### src/rtl/ic_id_reg_pkg.sv
// Shared CPU constants and buffer-state type used by the IC/ID pipeline register.
package ic_id_reg_pkg;

  localparam int unsigned CPU_ADDR_BUS = 32;
  localparam int unsigned CPU_DATA_BUS = 32;

  localparam logic RST_EN     = 1'b1;
  localparam logic STOP       = 1'b1;
  localparam logic INST_VALID = 1'b1;

  localparam logic [CPU_DATA_BUS-1:0] ZERO_WORD = '0;

  typedef enum logic {
    LIVE = 1'b0,
    HOLD = 1'b1
  } buf_state_e;

endpackage

### src/rtl/ic_inst_hold.sv
// Tracks whether SRAM read data is fresh and holds it in a buffer while IC_ID stalls,
// so the word survives until it can move into ID.
module ic_inst_hold
  import ic_id_reg_pkg::*;
(
  input  logic                    CLK,
  input  logic                    RST,
  input  logic                    i_stall_if,
  input  logic                    i_stall_ic,
  input  logic                    i_flush,
  input  logic                    i_iv,
  input  logic [CPU_DATA_BUS-1:0] i_rdata,
  output logic [CPU_DATA_BUS-1:0] o_sel_inst
);

  logic                    r_fresh;
  buf_state_e              r_state;
  buf_state_e              w_state_nxt;
  logic                    w_capture;
  logic [CPU_DATA_BUS-1:0] r_buf;

  // SRAM data belongs to IC_PC only in the cycle right after IF_IC loaded.
  always_ff @(posedge CLK) begin
    if (RST == RST_EN) r_fresh <= 1'b0;
    else               r_fresh <= (i_stall_if == ~STOP);
  end

  always_comb begin
    w_state_nxt = r_state;
    w_capture   = 1'b0;
    unique case (r_state)
      LIVE: begin
        if (r_fresh && (i_stall_ic == STOP) && !i_flush) begin
          w_state_nxt = HOLD;
          w_capture   = 1'b1;
        end
      end
      HOLD: begin
        if ((i_stall_ic == ~STOP) || i_flush) w_state_nxt = LIVE;
      end
      default: w_state_nxt = LIVE;
    endcase
  end

  always_ff @(posedge CLK) begin
    if (RST == RST_EN) begin
      r_state <= LIVE;
      r_buf   <= ZERO_WORD;
    end else begin
      r_state <= w_state_nxt;
      if (w_capture) r_buf <= i_rdata;
    end
  end

  // Invalid slots are forced to NOP regardless of where the word came from.
  always_comb begin
    o_sel_inst = ZERO_WORD;
    if (i_iv == INST_VALID) o_sel_inst = (r_state == HOLD) ? r_buf : i_rdata;
  end

endmodule

### src/rtl/ic_id_reg.sv
// IC -> ID pipeline register: registers PC, instruction word and valid bit for ID,
// taking the instruction from live SRAM data or from the stall hold buffer.
module ic_id_reg
  import ic_id_reg_pkg::*;
(
  input  logic                    CLK,
  input  logic                    RST,
  input  logic [2:0]              STALL,
  input  logic                    FLUSH,
  input  logic                    IC_IV,
  input  logic [CPU_ADDR_BUS-1:0] IC_PC,
  input  logic [CPU_DATA_BUS-1:0] INST_RDATA,
  output logic                    ID_IV,
  output logic [CPU_ADDR_BUS-1:0] ID_PC,
  output logic [CPU_DATA_BUS-1:0] ID_INST
);

  logic [CPU_DATA_BUS-1:0] w_sel_inst;

  ic_inst_hold u_hold (
    .CLK        (CLK),
    .RST        (RST),
    .i_stall_if (STALL[0]),
    .i_stall_ic (STALL[1]),
    .i_flush    (FLUSH),
    .i_iv       (IC_IV),
    .i_rdata    (INST_RDATA),
    .o_sel_inst (w_sel_inst)
  );

  // A stalled IC_ID feeding a running ID must hand it a bubble, not a duplicate.
  always_ff @(posedge CLK) begin
    if ((RST == RST_EN) || FLUSH) begin
      ID_PC   <= '0;
      ID_INST <= ZERO_WORD;
      ID_IV   <= ~INST_VALID;
    end else if (STALL[1] == ~STOP) begin
      ID_PC   <= IC_PC;
      ID_INST <= w_sel_inst;
      ID_IV   <= IC_IV;
    end else if (STALL[2] == ~STOP) begin
      ID_PC   <= '0;
      ID_INST <= ZERO_WORD;
      ID_IV   <= ~INST_VALID;
    end
  end

endmodule

### config.mk
export PLATFORM = sky130hd
export DESIGN_NAME = ic_id_reg
export DESIGN_NICKNAME = d
export VERILOG_FILES = /design/src/rtl/ic_id_reg_pkg.sv /design/src/rtl/ic_inst_hold.sv /design/src/rtl/ic_id_reg.sv
export SDC_FILE = /design/constraint.sdc
export NUM_CORES = 1
export LEC_CHECK = 0
export BUFFER_PORTS_ARGS = -buffer_cell sky130_fd_sc_hd__buf_2
export CAP_MARGIN = 20
export CORE_ASPECT_RATIO = 2
export CORE_MARGIN = 2
export CORE_UTILIZATION = 40
export CTS_BUF_LIST = sky130_fd_sc_hd__clkbuf_8
export CTS_CLUSTER_DIAMETER = 80
export DETAILED_ROUTE_END_ITERATION = 16
export GPL_TIMING_DRIVEN = 0
export HOLD_SLACK_MARGIN = 0.02
export PLACE_DENSITY = 0.66
export SYNTH_ARGS = -nofsm -noshare
export SYNTH_HDL_FRONTEND = slang
export SYNTH_SLANG_ARGS = --single-unit
### constraint.sdc
create_clock -name CLK -period 1.9 [get_ports CLK]
set_clock_uncertainty 0.2 [all_clocks]
set_input_delay 0.57 -clock CLK [delete_from_list [all_inputs] [get_ports CLK]]
set_output_delay 0.57 -clock CLK [all_outputs]
set_load 0.01 [all_outputs]
# Word level (Yosys, flattened, before mapping)
# Index checks and enable logic that the tools add are counted.
[op_classes] eq_ne=1 muxes=11 bitwise_logic=3 reduce_logical=5
[op_table] cell="two-way mux 32 bit" n=5
[op_table] cell="two-way mux 1 bit" n=5
[op_table] cell="NOT 1 bit" n=3
[op_table] cell="logical AND 1 bit" n=2
[op_table] cell="logical OR 1 bit" n=2
[op_table] cell="!= test 2 bit (second input constant)" n=1
[op_table] cell="case mux 1 bit (2 select lines)" n=1
[op_table] cell="logical NOT 1 bit" n=1
[word_totals] reg_bits=99 out_inout_bits=65 elab_cells=26

# Longest topological paths before layout
[logic_depth] ltp_word=4 depth_mapped=5

# Hierarchy
# From an unflattened synthesis, not the netlist that was laid out.
[unflattened] hier_cells=505 area_unflattened_um2=4722.0
[by_module_without_submodules] module="ic_id_reg" n_inst=1 cells_per_inst=289 area_per_inst_um2=2623.8 seq_area_each_um2=1301.2
[by_module_without_submodules] module="ic_inst_hold" n_inst=1 cells_per_inst=216 area_per_inst_um2=2098.3 seq_area_each_um2=680.7

# Least setup slack after synthesis
# No wires, ideal clock.
[synth_path] path_type="input to register" from="input port STALL[2]" to="register ID_INST[22]" setup_ns=0.068 arrival_time_ns=1.504 path_slack_ns=0.128 path_stages=5 path_buffers=3 cell_sequence="clkbuf_1 -> nor4bb_1 -> clkbuf_1 -> buf_2 -> o2bb2ai_2"
[synth_via] elab_chain_len=1
[synth_lines] element="start, declared" line="ic_id_reg.sv:8" rtl="input logic [2:0] STALL,"
[synth_lines] element="!= test 2 bit (no source line)"
[synth_lines] element="end signal, assigned" line="ic_id_reg.sv:39" rtl="ID_INST <= w_sel_inst;"
[synth_lines] element="end, declared" line="ic_id_reg.sv:15" rtl="output logic [CPU_DATA_BUS-1:0] ID_INST"
# Every way passes these cells.
# A chain may end at the register's enable or synchronous reset.

# Worst setup path in the final report
[layout_path] from="input port STALL[2]" to="register ID_INST[7]"
# The elaborated chain is that of the path after synthesis.

==> reports/metrics.cfg <==
[outcome]
status=completed

[cts]
cts.reportedPaths.clkPinSlew_ns=0.09
tritoncts=yes
clock_latency_ns=0.36
numCtsBuffers=9
holdBufCountCts=0
clock_sinks=99
htreeDepth=3
clockBufferDepth=2
clockRootBuffer=clkbuf_8

[synthesis]
async_reset_ff_share_pct=0
synth_top_area_cell=dfxtp_1
ys_seq_area_share_pct=47.2
yosys_warnings=0
synth-seq-cells=99
avgSynthCellArea_sq_um=10.4
netlist_area_sq_um=4200
netlist_top_cells_area=dfxtp_1, mux2i_1, nand2b_1
synthDominantCellAreaShare_pct=47.2
synth_edf_count=0
synthCells=403
synthDistinctLibCells=17
synth_ff_type=dfxtp_1
synth_common_cells=dfxtp_1, nand2b_1, mux2i_1, a21oi_1, nand3_1
syn_nets=474
synth_most_common_cell=dfxtp_1

[grt]
grt_pass1_vias=3115
antenna_found_initial=0
gr-usage-all-layers_pct=16.3
grt_pass1_wl_mm=15.1
grt_max_degree=16
grt_overflow_total=0

[routing]
drtAntennaViolNets=0
drt-met1-wl_mm=4.54
topRoutingLayerUsed=met4
routed_wl_mm=9.33
viasPerCell=4.78
first_pass_iters=4
wl_per_cell_um=13.5
route.met2.wl_mm=4.06
drt_iter0_drc=101
drc_errors=0
routed-wl-met3_um=588
vias=3300

[power]
p_leak_nw=2.12
p_per_area_nw_per_um2=712
p_switching_w=0.000941
seq_power_share_pct=58.0
finalPower_w=0.00371
p_comb_share_pct=10.5
clkPwrFrac_pct=31.6
peakVddDrop_mv=0.461
sw_frac_of_total_pct=25.4
p_int_w=0.00277

[worst_setup_path]
path_max_fanout=10
worstSetupPathType=in -> reg
cpMostUsedCell=clkbuf_1
cp.depth=5
cp.arrival_ns=1.83
crit_chain=clkbuf_1 > nor4bb_1 > clkbuf_1 > buf_2 > o2bb2ai_2
worst-r2r-cell-count=5
cp_slowest_cell=buf_2
required_ns=2.00
worst-path-buf-inv=3
cpLargestDelayFamily=buffers and inverters
end_kind=flop
start_kind=primary input
slowest_delay_ns=0.36

[die]
io_pins=136
row_count=53
die_w_um=76.5
start_util_pct=40.6
die_h_um=149
core-area_sq_um=10300
fp.dieArea_sq_um=11400

[place]
gp_congestion=0.713
pre_cts_ws_ns=-0.220
dp_hpwl_mm=6.74
io_buffers=134

[finish]
syn2layout_area_growth_pct=23.9
diodes=0
n_fill_cell=1031
fin_nets=619
post-route-util_pct=50.3
drive_gt1_share_pct=33.5

[sta]
rsz0062_at_grt=false
post-route-period-util_pct=91.2
worst_pin_slew_ns=0.477
layout_min_cycle_time_ns=1.73
worst_slack_ns=0.167
hold_violations=0
setup_viol=0
slew_violations=0
relSlewSlack_pct=68.2
fmax_mhz=577

[worst_hold_path]
worstHoldPathCells=2
hold_path.class=in -> reg

[run]
drv_cap=0

## routing by layer
| metal | GRT usage [%] | up-vias |
|---|---|---|
| li1 | - | 1679 |
| met2 | 24.4 | 115 |
| met5 | 0 | - |
| met4 | 6.00 | 0 |
| met1 | 23.0 | 1493 |
| met3 | 3.87 | 13 |
## flip-flops by register name, indices dropped and copies added (netlist names)
name            count
u_hold.r_fresh      1
ID_PC              32
ID_INST            32
u_hold.r_buf       32
ID_IV               1
u_hold.r_state      1
## metrics by stage
| step | setup TNS (ns) | hold slack, ns | area (sq um) | instances |
|---|---|---|---|---|
| after global placement | -10.15 | 0.240 | 5040 | 674 |
| after global routing | 0 | 0.148 | 5200 | 690 |
| final | 0 | 0.169 | 5200 | 690 |
| after CTS | 0 | 0.141 | 5200 | 690 |
| after floorplan | 0 | 0.248 | 4200 | 403 |
| after detailed placement | -10.51 | 0.241 | 5040 | 674 |
## placed cells by master (no fill, tap or decap), drive strengths merged
| cell | synthesis | layout |
|---|---|---|
| nor4bb | 2 | 2 |
| nor2 | 2 | 2 |
| or4b | 1 | 1 |
| nand2b | 97 | 97 |
| clkbuf | 23 | 33 |
| dfxtp | 99 | 99 |
| nand3 | 33 | 33 |
| a21oi | 33 | 33 |
| mux2i | 64 | 64 |
| clkinv | 0 | 5 |
| buf | 15 | 148 |
| o2bb2ai | 32 | 32 |
| inv | 0 | 1 |
| clkinvlp | 0 | 1 |
| o21ai | 1 | 1 |
| or2 | 1 | 1 |
## final timing paths
check                                               endpoint  slack (ns)                      start
worst max-delay path                 ID_INST[7]$_SDFFE_PP0P_        0.17                   STALL[2]
worst max register to register  u_hold.r_buf[8]$_SDFFE_PP0P_        0.21  u_hold.r_state$_SDFF_PP0_
worst min register to register      ID_INST[14]$_SDFFE_PP0P_        0.26   ID_INST[14]$_SDFFE_PP0P_
worst min-delay path               u_hold.r_fresh$_SDFF_PP0_        0.17                   STALL[0]
## what timing repair did
item | CTS | global route
resized for setup | 0 | 1
buffers inserted | 0 | 0
endpoints found under the setup margin | 0 | 1
## worst reg2reg max path: stages, from the launching register on
cell	delay [ns]
dfxtp_1	0.31
buf_2	0.17
nor4bb_1	0.28
buf_2	0.21
buf_4	0.23
mux2i_1	0.22
## cell families after synthesis
logic type	share of synthesized area, %
AOI/OAI and AO/OA	13.7
buffers and inverters	4.44
DFF	47.2
muxes	15.3
and+or+nand+nor	19.4
## cell type report
class / instances / area, sq um / area share, %
buffer: 38 / 188 / 3.61
clock buffer: 9 / 124 / 2.38
clock inverter: 7 / 36.3 / 0.697
multi-input combinational: 266 / 2030 / 39.0
sequential: 99 / 1980 / 38.1
tap: 137 / 171 / 3.29
timing repair buffer: 134 / 671 / 12.9
## power by group through the flow
stage | logic [W] | clock network [W] | registers, W
finish | 0.000388 | 0.00117 | 0.00215
floorplan | 0.000208 | 0 | 0.00221
global placement | 0.000391 | 0 | 0.00220
CTS | 0.000396 | 0.00122 | 0.00215
global route | 0.000429 | 0.00130 | 0.00216
detailed placement | 0.000394 | 0 | 0.00220
Note: power is estimated with default switching activity, not from simulation.
